<file path="src/rtl/hazard_ctrl.sv">
// hazard_ctrl: pipeline hazard FSM covering load-use, branch flush, multi-cycle mul/div and interrupt entry.
module hazard_ctrl #(
  parameter int MD_CYCLES    = 32,
  parameter int DRAIN_CYCLES = 2
) (
  input  logic       clk,
  input  logic       reset,
  input  logic       MemReadEX,
  input  logic [4:0] rtaddrEX,
  input  logic [4:0] rsaddrID,
  input  logic [4:0] rtaddrID,
  input  logic       BranchTakenEX,
  input  logic       MulDivStartEX,
  input  logic       intterupt,
  output logic       PCWrite,
  output logic       IFIDWrite,
  output logic       IFIDFlush,
  output logic       IDEXFlush,
  output logic       EXStall,
  output logic       MdDone,
  output logic       IntAck,
  output logic       Busy,
  output logic [1:0] StateOut
);
  typedef enum logic [1:0] {RUN = 2'd0, MDWAIT = 2'd1, INTDRAIN = 2'd2, INTENTER = 2'd3} state_t;
  state_t     state_q, state_d;
  logic [5:0] cnt_q, cnt_d;
  logic [2:0] drain_q, drain_d;
  logic       int_pend_q, int_pend_d;
  logic       int_prev_q;
  logic       int_edge, load_use;
  assign int_edge = intterupt & ~int_prev_q;
  assign load_use = MemReadEX && rtaddrEX != 5'd0 && (rtaddrEX == rsaddrID || rtaddrEX == rtaddrID);
  always_comb begin
    state_d    = state_q;
    cnt_d      = cnt_q;
    drain_d    = drain_q;
    int_pend_d = int_pend_q | int_edge;
    PCWrite    = 1'b1;
    IFIDWrite  = 1'b1;
    IFIDFlush  = 1'b0;
    IDEXFlush  = 1'b0;
    EXStall    = 1'b0;
    MdDone     = 1'b0;
    IntAck     = 1'b0;
    unique case (state_q)
      RUN: begin
        if (int_pend_q) begin
          PCWrite   = 1'b0;
          IFIDWrite = 1'b0;
          IFIDFlush = 1'b1;
          drain_d   = 3'(DRAIN_CYCLES);
          state_d   = INTDRAIN;
        end else if (BranchTakenEX) begin
          IFIDFlush = 1'b1;
          IDEXFlush = 1'b1;
        end else if (MulDivStartEX) begin
          EXStall   = 1'b1;
          PCWrite   = 1'b0;
          IFIDWrite = 1'b0;
          cnt_d     = 6'(MD_CYCLES - 1);
          state_d   = MDWAIT;
        end else if (load_use) begin
          PCWrite   = 1'b0;
          IFIDWrite = 1'b0;
          IDEXFlush = 1'b1;
        end
      end
      MDWAIT: begin
        PCWrite   = 1'b0;
        IFIDWrite = 1'b0;
        EXStall   = cnt_q != 6'd1;
        MdDone    = cnt_q == 6'd1;
        cnt_d     = cnt_q - 6'd1;
        state_d   = cnt_q == 6'd1 ? RUN : MDWAIT;
      end
      INTDRAIN: begin
        PCWrite   = 1'b0;
        IFIDWrite = 1'b0;
        IFIDFlush = 1'b1;
        IDEXFlush = 1'b1;
        drain_d   = drain_q - 3'd1;
        state_d   = drain_q == 3'd1 ? INTENTER : INTDRAIN;
      end
      INTENTER: begin
        IFIDFlush  = 1'b1;
        IDEXFlush  = 1'b1;
        IntAck     = 1'b1;
        int_pend_d = int_edge;
        state_d    = RUN;
      end
    endcase
    // reset forces a flushed, frozen front end regardless of the stored state
    if (reset) begin
      PCWrite   = 1'b0;
      IFIDWrite = 1'b0;
      IFIDFlush = 1'b1;
      IDEXFlush = 1'b1;
      EXStall   = 1'b0;
      MdDone    = 1'b0;
      IntAck    = 1'b0;
    end
  end
  assign Busy     = ~reset & (state_q != RUN);
  assign StateOut = reset ? 2'd0 : state_q;
  always_ff @(posedge clk) begin
    if (reset) begin
      state_q    <= RUN;
      cnt_q      <= '0;
      drain_q    <= '0;
      int_pend_q <= 1'b0;
      int_prev_q <= 1'b0;
    end else begin
      state_q    <= state_d;
      cnt_q      <= cnt_d;
      drain_q    <= drain_d;
      int_pend_q <= int_pend_d;
      int_prev_q <= intterupt;
    end
  end
endmodule

</file>
<file path="config.mk">
export PLATFORM = sky130hd
export DESIGN_NAME = hazard_ctrl
export DESIGN_NICKNAME = d
export VERILOG_FILES = /design/src/rtl/hazard_ctrl.sv
export SDC_FILE = /design/constraint.sdc
export NUM_CORES = 1
export LEC_CHECK = 0
export BUFFER_PORTS_ARGS = -buffer_cell sky130_fd_sc_hd__buf_2
export CORE_ASPECT_RATIO = 1.25
export CORE_MARGIN = 2
export CORE_UTILIZATION = 56
export CTS_BUF_LIST = sky130_fd_sc_hd__clkbuf_4
export DETAILED_ROUTE_END_ITERATION = 10
export PLACE_DENSITY_LB_ADDON = 0.12
export SLEW_MARGIN = 20
export SYNTH_ARGS = -nofsm -noshare
export SYNTH_HDL_FRONTEND = slang
export SYNTH_SLANG_ARGS = --single-unit
</file>
<file path="constraint.sdc">
create_clock -name clk -period 4.1 [get_ports clk]
set_input_delay 0.82 -clock clk [delete_from_list [all_inputs] [get_ports clk]]
set_output_delay 0.82 -clock clk [all_outputs]
set_load 0.005 [all_outputs]
</file>
Word level (Yosys, flattened, before mapping)
Index checks and enable logic that the tools add are counted.
- flip-flop bits (word level): 13
- bits of input ports: 21
- logic and storage cells: 78
- add/sub/neg operators: 2
- eq/ne operators: 14
- multiplexer cells: 39
- bitwise gates (word level): 5
- reductions and logical operators: 13
- operators by type and width (cell ; number):
    2-to-1 mux 1 bit ; 24
    2-to-1 mux 6 bit ; 3
    one-hot mux 6 bit (2 select lines) ; 1
    == test 5 bit ; 2
    2-to-1 mux 2 bit ; 4
    inequality test 2 bit, second input constant ; 4
    one-hot mux 1 bit (2 select lines) ; 4
    one-hot mux 2 bit (4 select lines) ; 1
    == test 6 x 1 -> 1 bit, second input constant ; 1
    inequality test 3 bit, second input constant ; 2
    inequality test 6 x 1 -> 1 bit, second input constant ; 1
    one-hot mux 3 bit (2 select lines) ; 1
    nonzero test 2 bit ; 3
    subtractor 6 x 1 -> 6 bit, second input constant ; 1
    nonzero test 5 bit ; 1
    == test 2 bit, second input constant ; 2
    AND reduction 2 bit ; 2
    AND reduction 4 bit ; 1
    OR reduction 2 bit ; 2
    == test 3 x 1 -> 1 bit, second input constant ; 1
    2-to-1 mux 3 bit ; 1
    subtractor 3 x 1 -> 3 bit, second input constant ; 1
    bitwise AND 1 bit ; 2
    == test 2 x 1 -> 1 bit, second input constant ; 1
    5 further kinds ; 7

Longest topological paths before layout
- word-level depth: 9
- mapped depth: 8
- mapped depth without buffers: 7

Worst setup path before layout
Ideal clock, no wire load.
- kind: input -> output
- from: input rtaddrEX[1]
- to: output PCWrite
- arrival time: 1.772 ns
- required time: 3.280 ns
- slack: 1.508 ns
- stages: 4
- cells stage by stage: or4_4 -> o221ai_2 -> a21o_1 -> buf_4
- cells in the longest elaborated chain, start to end: 9
- elaborated cells on any way between the ends: 12
- RTL lines (item ; line ; text):
    start, declared ; 9 ; input logic [4:0] rtaddrEX,
    == test 5 bit / nonzero test 5 bit (equally long branches) ; 33 ; assign load_use = MemReadEX && rtaddrEX != 5'd0 && (rtaddrEX == rsaddrID || rtaddrEX == rtaddrID);
    logical OR 1 bit / logical AND 1 bit (equally long branches) ; 33 ;
    logical AND 1 bit (*) ; 33 ;
    2-to-1 mux 1 bit (*) (4 in a row) ; - ;
    one-hot mux 1 bit (2 select lines) (*) ; - ;
    2-to-1 mux 1 bit (*) ; - ;
    end, declared ; 15 ; output logic PCWrite,
Mark *: on every way between the ends. The rest lies on a longest branch, timed or not.

Worst setup path after layout
- from: register state_q[0]
- to: output IDEXFlush
- cells in the longest elaborated chain, start to end: 4
- elaborated cells on any way between the ends: 6
- RTL lines (item ; line ; text):
    start, declared ; 26 ; state_t state_q, state_d;
    start signal, assigned ; 114 ; state_q <= state_d;
    == test 2 bit ; 46 ; unique case (state_q)
    OR reduction 2 bit (no source line) ; - ;
    one-hot mux 1 bit (2 select lines) (*) ; 46 ;
    2-to-1 mux 1 bit (*) ; 94 ; if (reset) begin
    end, declared ; 18 ; output logic IDEXFlush,
Marked as above.

==> impl_results.md <==
* Port bufs at 30
* Sw Ratio at 0.381
* Worst path slowest cell: ha_1
* Root buf cell: clkbuf_4
* Yosys reg bits at 13
* First-pass GRT wire length at 3.08 mm
* Initial core utilization at 0.606
* Worst hold endpoint: drain_q[0]
* Clock power frac at 0.196
* FF-to-FF End: cnt_q[2]
* Sequential share of the synthesized area at 0.268
* Initial antenna violation count at 0
* Antenna viol nets, final at 0
* Area Overhead vs Synth at 18.3%
* Die ar. at 2090 sq um
* Mapped Cells at 120
* Final setup viols at 0
* Final Power at 416 uW
* EDFF count, synth at 0
* Vias per cell at 5.44
* Static leakage at 0.502 nW
* Resize count post-CTS at 0
* Total grt overflow at 0
* Yosys warnings at 0
* Critical-path cell list: inv_1, ha_1, nand2b_1, or3_1, o21ai_1, buf_2
* Setup ws final at 1.24 ns
* Die Wd at 41.2 microns
* DRC violations left at 0
* Status: completed
* Power Density at 362 nW/um^2
* Boundary Pins at 31
* Synth area leaders: dfxtp_1 (27%), ha_1 (10%), xor2_1 (7.2%)
* Setup TNS at 0 ns
* Crit start category: flip-flop
* Comb power frac at 0.415
* GR Util All Layers at 0.209
* Core area at 1600 sq um
* DRT Pass-1 Iters at 4
* Part of the power in registers at 0.388
* MaxCap Viol Count at 0
* Critical Path RT at 3.28 ns
* Sink Count at 13
* CTS Buf Count at 3
* Slew Limit Fails at 0
* RSZ-0062 raised after global routing: no
* Max incr delay on CP at 0.47 ns
* Synth cell count leaders: nor2_1 (15), dfxtp_1 (13), a21oi_1 (10)
* VDD IR max at 0.247 mV
* Worst R2R Setup Slack at 2.36 ns
* Cts hold-fix bufs at 0
* Fillcell total at 141
* Hold Crit Depth at 2
* Number of DRC markers in iteration 0 at 14
* Crit Path Class: flip-flop to output port
* Synthesized area at 971 sq um
* Yosys top cell by area: dfxtp_1
* Net Switching at 159 uW
* HPWL Detailed at 1.59 mm
* R2R Path Start: state_q[0]
* Top-area cell type share of the netlist area at 0.268
* CTS clk-pin slew, worst paths at 0.09 ns
* Via count at 914
* Max-slew headroom at 0.684
* HP Class: flip-flop to flip-flop
* Final WL at 1.94 mm
* Final min period at 2.86 ns
* Pre-CTS setup slack at 1.36 ns
* Wire length per cell at 11.5 microns
* GPL Wtd Cong at 0.761
* Worst slew pin tran at 0.474 ns
* CP endpoint kind: output port
* Final nets at 180
* Synth Flop Type: dfxtp_1
* Vias in the first global route at 784
* Ant. Diodes at 0
* Hold Crit Start: drain_q[0]
* H-tree Lvls at 1
* Clock skew at 0.0140 ns
* Crit path DAT at 2.04 ns
* Internal power at 257 uW
* Post-CTS Setup Inserts at 0
* Period utilization at 0.697
* Clk buf depth at 2
* Largest net degree at the start of global routing at 23
* Max Fclk at 0.350 GHz
* Layout cells sized above 1 at 0.273
* Asr flop ratio synth at 0
* Num rows at 16
* Final Hold Viols at 0
* Syn nets at 149
* Count leader, synth: nor2_1
* Clock Latency Late Sink at 0.29 ns
* Fin util at 0.717
* Avg Inst Size Synth at 8.09 sq um
* CTS tree: built
* R2r worst-path depth at 7
* CP Max Fanout at 10
* Synth cell types at 32
* Die H at 50.6 microns
## worst max path at each step
stage | from | end | slack [ns] | depth (start not counted)
finish | state_q[0] | IDEXFlush | 1.24 | 6
global route | state_q[0] | IDEXFlush | 1.09 | 6
CTS | state_q[0] | IDEXFlush | 1.25 | 6
detailed placement | rtaddrEX[1] | IFIDWrite | 1.36 | 5
global placement | rtaddrEX[1] | IFIDWrite | 1.39 | 5
floorplan | rtaddrEX[1] | PCWrite | 1.51 | 4
## layout by cell type (no fill, tap or decap)
cell,instances
a21o_1,3
a21oi_1,10
a22oi_1,1
a311oi_1,1
a31o_2,1
a31oi_1,1
buf_2,30
clkbuf_4,3
clkinv_2,1
dfxtp_1,13
ha_1,8
inv_1,7
inv_2,1
mux2i_1,1
nand2_1,5
nand2b_1,5
nand3_1,8
nand3b_1,1
nand4bb_4,1
nor2_1,15
nor2b_1,3
nor3_1,5
nor3_2,1
nor3b_1,1
o21ai_0,5
o21ai_1,1
o21ai_4,1
o221ai_2,1
or3_1,1
or4_4,1
xnor2_1,6
xor2_1,8
## critical path, delay by kind of cell, from the launching register on
kind	cells	cell delay [ns]
flip-flops	1	0.35
buffers and inverters	2	0.24
AND/OR/NAND/NOR	2	0.58
adder cells (fa/ha/maj)	1	0.47
AO/OA/AOI/OAI	1	0.11
## through the flow
step | instance area (sq um) | hold WS (ns) | std cells
final | 1150 | 0.485 | 168
after CTS | 1150 | 0.484 | 168
after global placement | 1120 | 0.460 | 164
after global routing | 1150 | 0.520 | 168
after detailed placement | 1120 | 0.471 | 164
after floorplan | 971 | 0.449 | 120
## metal layers
metal | GRT usage | part of all wire
met1 | 0.235 | 0.42
met2 | 0.378 | 0.52
met3 | 0.0398 | 0.051
met4 | 0.0484 | 0.013
met5 | 0 | 0
## sequential cells by signal (all words and copies together), names as in the netlist
name        cells
cnt_q           6
drain_q         3
int_pend_q      1
int_prev_q      1
state_q         2
## power groups by stage
stage	registers (mW)	logic, mW	clock network (mW)
global placement	0.164	0.169	0
floorplan	0.161	0.129	0
global route	0.165	0.196	0.0857
detailed placement	0.165	0.172	0
CTS	0.162	0.173	0.0834
finish	0.162	0.173	0.0816
## cells by family after synthesis
logic type                 after synthesis  share of synthesized area
muxes                                    1                     0.0103
DFF                                     13                      0.268
and+or+nand+nor                         47                      0.268
adders and majority gates                8                      0.103
buffers and inverters                   12                     0.0541
xor gates and xnor gates                14                      0.126
AOI/OAI and AO/OA                       25                      0.170
## layout make-up
| class | instances | area (sq um) | area share |
|---|---|---|---|
| multi-input cells | 95 | 658 | 0.573 |
| flip-flops and latches | 13 | 260 | 0.227 |
| repair buffers | 30 | 150 | 0.131 |
| inverters | 8 | 30.0 | 0.0261 |
| clock buffers | 3 | 22.5 | 0.0196 |
| well taps | 18 | 22.5 | 0.0196 |
| clock inverters | 1 | 5.00 | 0.00436 |
No activity file was read; power rests on OpenSTA's default activity.
